===== config.mk =====
export PLATFORM = sky130hd
export DESIGN_NAME = grex_pulse_tx
export DESIGN_NICKNAME = d
export VERILOG_FILES = /design/src/rtl/grex_pulse_tx.sv
export SDC_FILE = /design/constraint.sdc
export NUM_CORES = 1
export LEC_CHECK = 0
export CAP_MARGIN = 0
export CORE_ASPECT_RATIO = 0.6
export CORE_MARGIN = 3
export CORE_UTILIZATION = 25
export CTS_CLUSTER_DIAMETER = 200
export DETAILED_ROUTE_END_ITERATION = 10
export DONT_BUFFER_PORTS = 1
export RECOVER_POWER = 50
export SYNTH_ARGS = -nofsm -noshare
export SYNTH_HDL_FRONTEND = slang
export SYNTH_SLANG_ARGS = --single-unit
export TNS_END_PERCENT = 5

===== constraint.sdc =====
create_clock -name clk -period 2.7 [get_ports clk]
set_input_delay 0.54 -clock clk [delete_from_list [all_inputs] [get_ports clk]]
set_output_delay 0.54 -clock clk [all_outputs]
set_load 0.005 [all_outputs]

===== src/rtl/grex_pulse_tx.sv =====
// Transmit side of the PULSE_1V8/RESET_1V8 interface: programmable pulse-train
// generator with a synchronized far-end abort/hold input.
module grex_pulse_tx #(
   parameter int unsigned CW   = 8,
   parameter int unsigned SYNC = 2
) (
   input  logic          clk,
   input  logic          reset,
   input  logic          start,
   input  logic [CW-1:0] num_pulses,
   input  logic [CW-1:0] high_cyc,
   input  logic [CW-1:0] low_cyc,
   input  logic          RESET_1V8,
   output logic          PULSE_1V8,
   output logic          busy,
   output logic          done,
   output logic          aborted,
   output logic [CW-1:0] sent_count
);

   typedef enum logic [1:0] {ST_IDLE, ST_HIGH, ST_LOW} state_t;

   state_t          r_state;
   logic [SYNC-1:0] r_sync;
   logic [CW-1:0]   r_num;
   logic [CW-1:0]   r_high;
   logic [CW-1:0]   r_low;
   logic [CW-1:0]   r_phase;
   logic [CW-1:0]   r_count;
   logic            r_pulse;
   logic            r_busy;
   logic            r_done;
   logic            r_aborted;

   logic            w_rst_s;
   logic [CW-1:0]   w_start_high;
   logic [CW-1:0]   w_high_len;
   logic [CW-1:0]   w_low_len;
   logic [CW-1:0]   w_count_inc;

   assign w_rst_s      = r_sync[SYNC-1];
   // Zero-width phases are stretched to one cycle.
   assign w_start_high = (high_cyc == '0) ? CW'(1) : high_cyc;
   assign w_high_len   = (r_high == '0) ? CW'(1) : r_high;
   assign w_low_len    = (r_low == '0) ? CW'(1) : r_low;
   assign w_count_inc  = (r_count < r_num) ? r_count + CW'(1) : r_count;

   always_ff @(posedge clk or negedge reset) begin
      if (!reset) begin
         r_state   <= ST_IDLE;
         r_sync    <= '0;
         r_num     <= '0;
         r_high    <= '0;
         r_low     <= '0;
         r_phase   <= '0;
         r_count   <= '0;
         r_pulse   <= 1'b0;
         r_busy    <= 1'b0;
         r_done    <= 1'b0;
         r_aborted <= 1'b0;
      end else begin
         r_sync    <= {r_sync[SYNC-2:0], RESET_1V8};
         r_done    <= 1'b0;
         r_aborted <= 1'b0;
         unique case (r_state)
            ST_IDLE: begin
               if (start && !w_rst_s) begin
                  r_num   <= num_pulses;
                  r_high  <= high_cyc;
                  r_low   <= low_cyc;
                  r_count <= '0;
                  if (num_pulses == '0) begin
                     r_done <= 1'b1;
                  end else begin
                     r_state <= ST_HIGH;
                     r_pulse <= 1'b1;
                     r_busy  <= 1'b1;
                     r_phase <= w_start_high;
                  end
               end
            end
            ST_HIGH: begin
               if (w_rst_s) begin
                  r_state   <= ST_IDLE;
                  r_pulse   <= 1'b0;
                  r_busy    <= 1'b0;
                  r_aborted <= 1'b1;
               end else if (r_phase <= CW'(1)) begin
                  r_state <= ST_LOW;
                  r_pulse <= 1'b0;
                  r_count <= w_count_inc;
                  r_phase <= w_low_len;
               end else begin
                  r_phase <= r_phase - CW'(1);
               end
            end
            ST_LOW: begin
               // Abort is tested first so it wins over a coincident end of burst.
               if (w_rst_s) begin
                  r_state   <= ST_IDLE;
                  r_busy    <= 1'b0;
                  r_aborted <= 1'b1;
               end else if (r_phase <= CW'(1)) begin
                  if (r_count == r_num) begin
                     r_state <= ST_IDLE;
                     r_busy  <= 1'b0;
                     r_done  <= 1'b1;
                  end else begin
                     r_state <= ST_HIGH;
                     r_pulse <= 1'b1;
                     r_phase <= w_high_len;
                  end
               end else begin
                  r_phase <= r_phase - CW'(1);
               end
            end
            default: begin
               r_state <= ST_IDLE;
               r_pulse <= 1'b0;
               r_busy  <= 1'b0;
            end
         endcase
      end
   end

   assign PULSE_1V8  = r_pulse;
   assign busy       = r_busy;
   assign done       = r_done;
   assign aborted    = r_aborted;
   assign sent_count = r_count;

endmodule


Yosys cells after proc, flatten, opt, wreduce, memory -nomap -nowiden
Index checks and enable logic that the tools add are counted.
{ "classes": {"order_cmp": 2, "n_reduce_logical": 16, "mux": 45, "addsub": 2, "n_eq_ne": 16} }
{ "op_table": {"columns": ["operator", "n"], "rows": [
  ["8-bit two-way mux", 14],
  ["8-bit logical NOT", 4],
  ["8-bit one-hot mux with 3 select lines", 1],
  ["1-bit two-way mux", 19],
  ["2-bit inequality test (second input constant)", 9],
  ["8-bit one-hot mux with 2 select lines", 1],
  ["2-bit two-way mux", 6],
  ["3-bit inequality test (second input constant)", 4],
  ["6-bit AND reduction", 2],
  ["5-bit AND reduction", 2],
  ["8-bit by 1-bit adder with 8-bit output (second input constant)", 1],
  ["8-bit equality test", 1],
  ["8-bit by 1-bit <= comparator with 1-bit output (second input constant)", 1],
  ["8-bit < comparator", 1],
  ["8-bit by 1-bit subtractor with 8-bit output (second input constant)", 1],
  ["1-bit one-hot mux with 3 select lines", 2],
  ["2-bit one-hot mux with 3 select lines", 1],
  ["4-bit AND reduction", 1],
  ["3-bit nonzero test", 1],
  ["2-bit by 1-bit equality test with 1-bit output (second input constant)", 1],
  ["2-bit equality test (second input constant)", 1],
  ["2-bit logical NOT", 1],
  ["1-bit one-hot mux with 2 select lines", 1],
  ["2-bit AND reduction", 1],
  ["other kinds (4)", 4]
]} }
{ "totals": {"register_bits": 48, "elab_cells": 92, "out_inout_bits": 12} }

Longest topological paths before layout
{ "logic_depth": {"word_depth": 6, "ltp_mapped": 9} }

Worst setup path after synthesis
Ideal clock, no wire load.
{ "synth_timing": {"path_kind": "flip-flop to flip-flop", "from": "reg r_phase[7]", "to": "reg r_count[4] (netlist: sent_count[4])", "required_ns": 2.622, "synth_period_minus_slack_ns": 2.588, "setup_slack_ns": 0.112, "arrival_ns": 2.510, "stages_incl_launch_ff": 9, "cell_sequence": "dfrtp_1 -> or3_1 -> buf_6 -> or3_4 -> buf_6 -> or3_4 -> buf_6 -> or4_1 -> a21oi_1"} }
{ "synth_via": {"elab_chain_len": 3} }
{ "synth_lines": {"columns": ["element", "line_no", "text"], "rows": [
  ["start, declared", "28", "logic [CW-1:0] r_phase;"],
  ["start signal, assigned", "78", "r_phase <= w_start_high;"],
  ["start signal, assigned", "92", "r_phase <= w_low_len;"],
  ["start signal, assigned", "94", "r_phase <= r_phase - CW'(1);"],
  ["8-bit by 1-bit <= comparator with 1-bit output", "88", "end else if (r_phase <= CW'(1)) begin"],
  ["2-bit inequality test (no source line)", null, null],
  ["5-bit AND reduction (no source line)", null, null],
  ["end signal, assigned", "91", "r_count <= w_count_inc;"],
  ["end, declared", "29", "logic [CW-1:0] r_count;"]
]} }
Every way passes these cells.
A chain may end at the register's enable or synchronous reset.

Worst setup path after layout
{ "layout_timing": {"from": "reg r_phase[0]", "to": "reg r_count[3] (netlist: sent_count[3])"} }
The elaborated chain is that of the path after synthesis.

==> results.py <==
metrics = {
    "power": {
        "vdd_drop_max_mv": 0.417,
        "leakage_nw": 1.32,
        "p_sw_frac": 0.404,
        "clock_power_share": 0.173,
        "switchingPower_mw": 1.42,
        "seq_power_share": 0.375,
        "internal_power_mw": 2.09,
        "powerDensity_nw_per_um2": 1110,
        "p_comb_frac": 0.451,
    },
    "routing": {
        "wl_per_cell_microns": 17.8,
        "wirelength_microns": 7540,
        "drt_pre_antenna_iters": 4,
        "drc": 0,
        "drt-initial-drc-count": 166,
        "vias": 2260,
        "via_per_inst": 5.34,
        "ant_nets": 0,
    },
    "finish": {
        "fillers": 1137,
        "fin_nets": 327,
        "final_core_util": 0.292,
        "multi_input_area_sq_um": 1490,
        "seqCellArea_sq_um": 1200,
        "antenna_cells": 0,
        "drive_gt1_frac": 0.194,
        "design_area_sq_um": 3160,
        "syn_to_final_growth_pct": 11.5,
        "stdcell_count": 423,
    },
    "yosys": {
        "synthTopCellsByArea": "dfrtp_1, mux2_2, ha_1",
        "synth_ff_type": "dfrtp_1",
        "ys_warn_count": 0,
        "yosysSeqAreaShare": 0.424,
        "synth_commonest_cells": "dfrtp_1, mux2_2, inv_1, nor2_1, o21ai_0",
        "synth_fp_nets": 322,
        "synth_top_area_frac": 0.424,
        "synth.distinct_cells": 50,
        "avgSynthCellArea_sq_um": 10.1,
        "netlist_instances": 279,
        "synth_edf_count": 0,
        "syn_area_sq_um": 2830,
        "synthArstFlopShare": 1.00,
        "synth_most_common_cell": "dfrtp_1",
        "synth_largest_area_cell": "dfrtp_1",
        "ys_ff_latch": 48,
    },
    "global_route": {
        "track_usage": 0.128,
        "gr-total-overflow": 0,
        "first_global_vias": 2262,
        "grt_max_degree": 49,
        "antenna_found_initial": 0,
        "grt_pass1_wl_microns": 12600,
    },
    "critical_path": {
        "worstPathArrival_ns": 2.72,
        "reg2reg_to": "sent_count[3]",
        "cp_max_fo": 12,
        "crit_chain": "inv_1, ha_2, nor2_1, or3_4, or3_4, or4_1, a21oi_1",
        "start_kind": "flip-flop",
        "critPathRequiredTime_ns": 2.92,
        "cp_slowest_cell": "or4_1",
        "critPathKind": "flip-flop to flip-flop",
        "worstReg2RegStart": "r_phase[0]",
        "slowest_delay_ns": 0.51,
        "cp_common_cell": "or3_4",
        "critical_path.endpoint_type": "flip-flop",
        "rr_worst_depth": 7,
        "ff2ff_setup_slack_ns": 0.20,
    },
    "hold_path": {
        "worstHoldEndpoint": "r_sync[0]",
        "hold_path_startpoint": "RESET_1V8",
        "min_path_cells": 0,
        "min_path_type": "input pin to flip-flop",
    },
    "sta": {
        "skew_ns": 0.00455,
        "finalSetupViolations": 0,
        "rsz0062_at_grt": "no",
        "period_share": 0.927,
        "fmax_ghz": 0.399,
        "timing.slew.headroom": 0.199,
        "fin_tns_setup_ns": 0,
        "finalHoldViolations": 0,
        "post-route-min-period_ns": 2.50,
        "drv_slew": 0,
        "tightest_slew_ns": 1.20,
    },
    "die": {
        "core_sq_um": 10800,
        "core.rowCount": 29,
        "initial_core_util": 0.262,
        "die_x_microns": 143,
        "die_h_microns": 88.4,
        "dieArea_sq_um": 12700,
        "ioPinCount": 40,
    },
    "cts": {
        "cts_buffer_depth": 2,
        "cts_buffers": 5,
        "cts_tree": "done",
        "clk_pin_slew_ns": 0.06,
        "clock_sinks": 48,
        "htree_levels": 2,
        "worstSkewPairLatency_ns": 0.29,
        "clockRootBuffer": "clkbuf_16",
    },
    "placement": {
        "io_buffers": 0,
        "place.gp.congestion": 0.902,
        "dp_hpwl_microns": 5820,
        "dp_cells": 415,
        "place_area_sq_um": 3010,
    },
    "flow_run": {
        "max_cap_violations": 0,
    },
    "status": {
        "status": "finished clean",
    },
}
-- kinds of logic (layout without fill, tap and decap cells) --
family,count (synthesis),after routing,synth area share
AOI/OAI and AO/OA,76,76,0.184
and+or+nand+nor,76,76,0.149
DFF,48,48,0.424
buffers and inverters,31,36,0.0491
muxes,30,30,0.118
adders and majority gates,15,15,0.0663
xor gates and xnor gates,3,3,0.00929
-- worst max-delay path: cells and delay by family, from the launching register on --
kind	cells	cell delay (ns)
and+or+nand+nor	4	1.51
adders and majority gates	1	0.23
AOI/OAI and AO/OA	1	0.16
buffers and inverters	1	0.08
DFF	1	0.44
-- metrics by stage --
stage / hold WS (ns) / power (mW) / worst slack (ns)
final: 0.271 / 3.50 / 0.196
after floorplan: 0.244 / 2.41 / 0.112
after detailed placement: 0.248 / 2.86 / 0.152
after global placement: 0.248 / 2.83 / 0.208
after CTS: 0.102 / 3.50 / 0.151
after global routing: 0.260 / 3.78 / 0.0207
-- flip-flops by register name, summed over array words and instances (netlist names) --
| signal | flops |
|---|---|
| busy | 1 |
| done | 1 |
| r_high | 8 |
| r_low | 8 |
| PULSE_1V8 | 1 |
| r_phase | 8 |
| aborted | 1 |
| r_state | 2 |
| r_num | 8 |
| sent_count | 8 |
| r_sync | 2 |
-- cell type report --
| type | count | area share |
|---|---|---|
| inverters | 17 | 0.0202 |
| multi-input cells | 200 | 0.473 |
| repair buffers | 12 | 0.0277 |
| well taps | 139 | 0.0551 |
| flip-flops and latches | 48 | 0.380 |
| clock buffers | 5 | 0.0396 |
| clock inverters | 2 | 0.00396 |
-- power groups by stage --
| stage | Clock [mW] | Combinational (mW) | Sequential (mW) |
|---|---|---|---|
| floorplan | 0 | 1.21 | 1.20 |
| global placement | 0 | 1.52 | 1.32 |
| detailed placement | 0 | 1.54 | 1.32 |
| CTS | 0.623 | 1.57 | 1.31 |
| global route | 0.657 | 1.76 | 1.35 |
| finish | 0.607 | 1.58 | 1.32 |
-- what timing repair did --
action | 4_1_cts | 5_1_grt
hold buffers | 1 | 0
setup buffers | 0 | 0
resized for setup | 0 | 1
endpoints found under the hold margin | 48 | 0
endpoints found under the setup margin | 0 | 5
-- cell usage in the layout (no fill, tap or decap), types with 2 or more instances in the layout --
cell | netlist | layout
dfrtp_1 | 48 | 48
mux2_2 | 28 | 28
inv_1 | 17 | 17
nor2_1 | 17 | 17
o21ai_0 | 16 | 16
ha_1 | 15 | 14
a21oi_1 | 13 | 13
buf_4 | 0 | 11
o31ai_1 | 10 | 10
nor3_1 | 9 | 9
nand2_1 | 9 | 9
or4_1 | 7 | 7
nor4_1 | 5 | 5
clkbuf_16 | 0 | 5
nand4_1 | 4 | 4
a31oi_1 | 4 | 4
or2_2 | 4 | 4
o41ai_1 | 4 | 4
a21o_1 | 4 | 4
o211ai_1 | 4 | 4
nand3_1 | 4 | 4
or3_1 | 3 | 3
nor2b_1 | 3 | 3
a22oi_1 | 3 | 3
and3_1 | 2 | 2
mux2i_1 | 2 | 2
or3_4 | 2 | 2
o221ai_1 | 2 | 2
a22o_1 | 2 | 2
xnor2_1 | 2 | 2
a221oi_1 | 2 | 2
a211oi_1 | 2 | 2
nand2b_1 | 2 | 2
-- routing by layer --
metal / GRT usage / routed length, microns / vias up / part of all wire
li1: - / - / 1059 / -
met1: 0.205 / 3990 / 1114 / 0.53
met2: 0.161 / 2840 / 82 / 0.38
met3: 0.0400 / 637 / 5 / 0.084
met4: 0.0368 / 72 / 0 / 0.0095
met5: 0 / 0 / - / 0
-- how the worst max path moves through the flow --
stage / slack, ns / cells past startpoint / to / start
after floorplan: 0.11 / 8 / sent_count[4] / r_phase[7]
after global placement: 0.21 / 7 / sent_count[7] / r_phase[0]
after detailed placement: 0.15 / 7 / sent_count[5] / r_phase[0]
after CTS: 0.15 / 7 / sent_count[5] / r_phase[0]
after global routing: 0.02 / 7 / sent_count[3] / r_phase[0]
final: 0.20 / 7 / sent_count[3] / r_phase[0]
(Power assumes the default switching activity.)
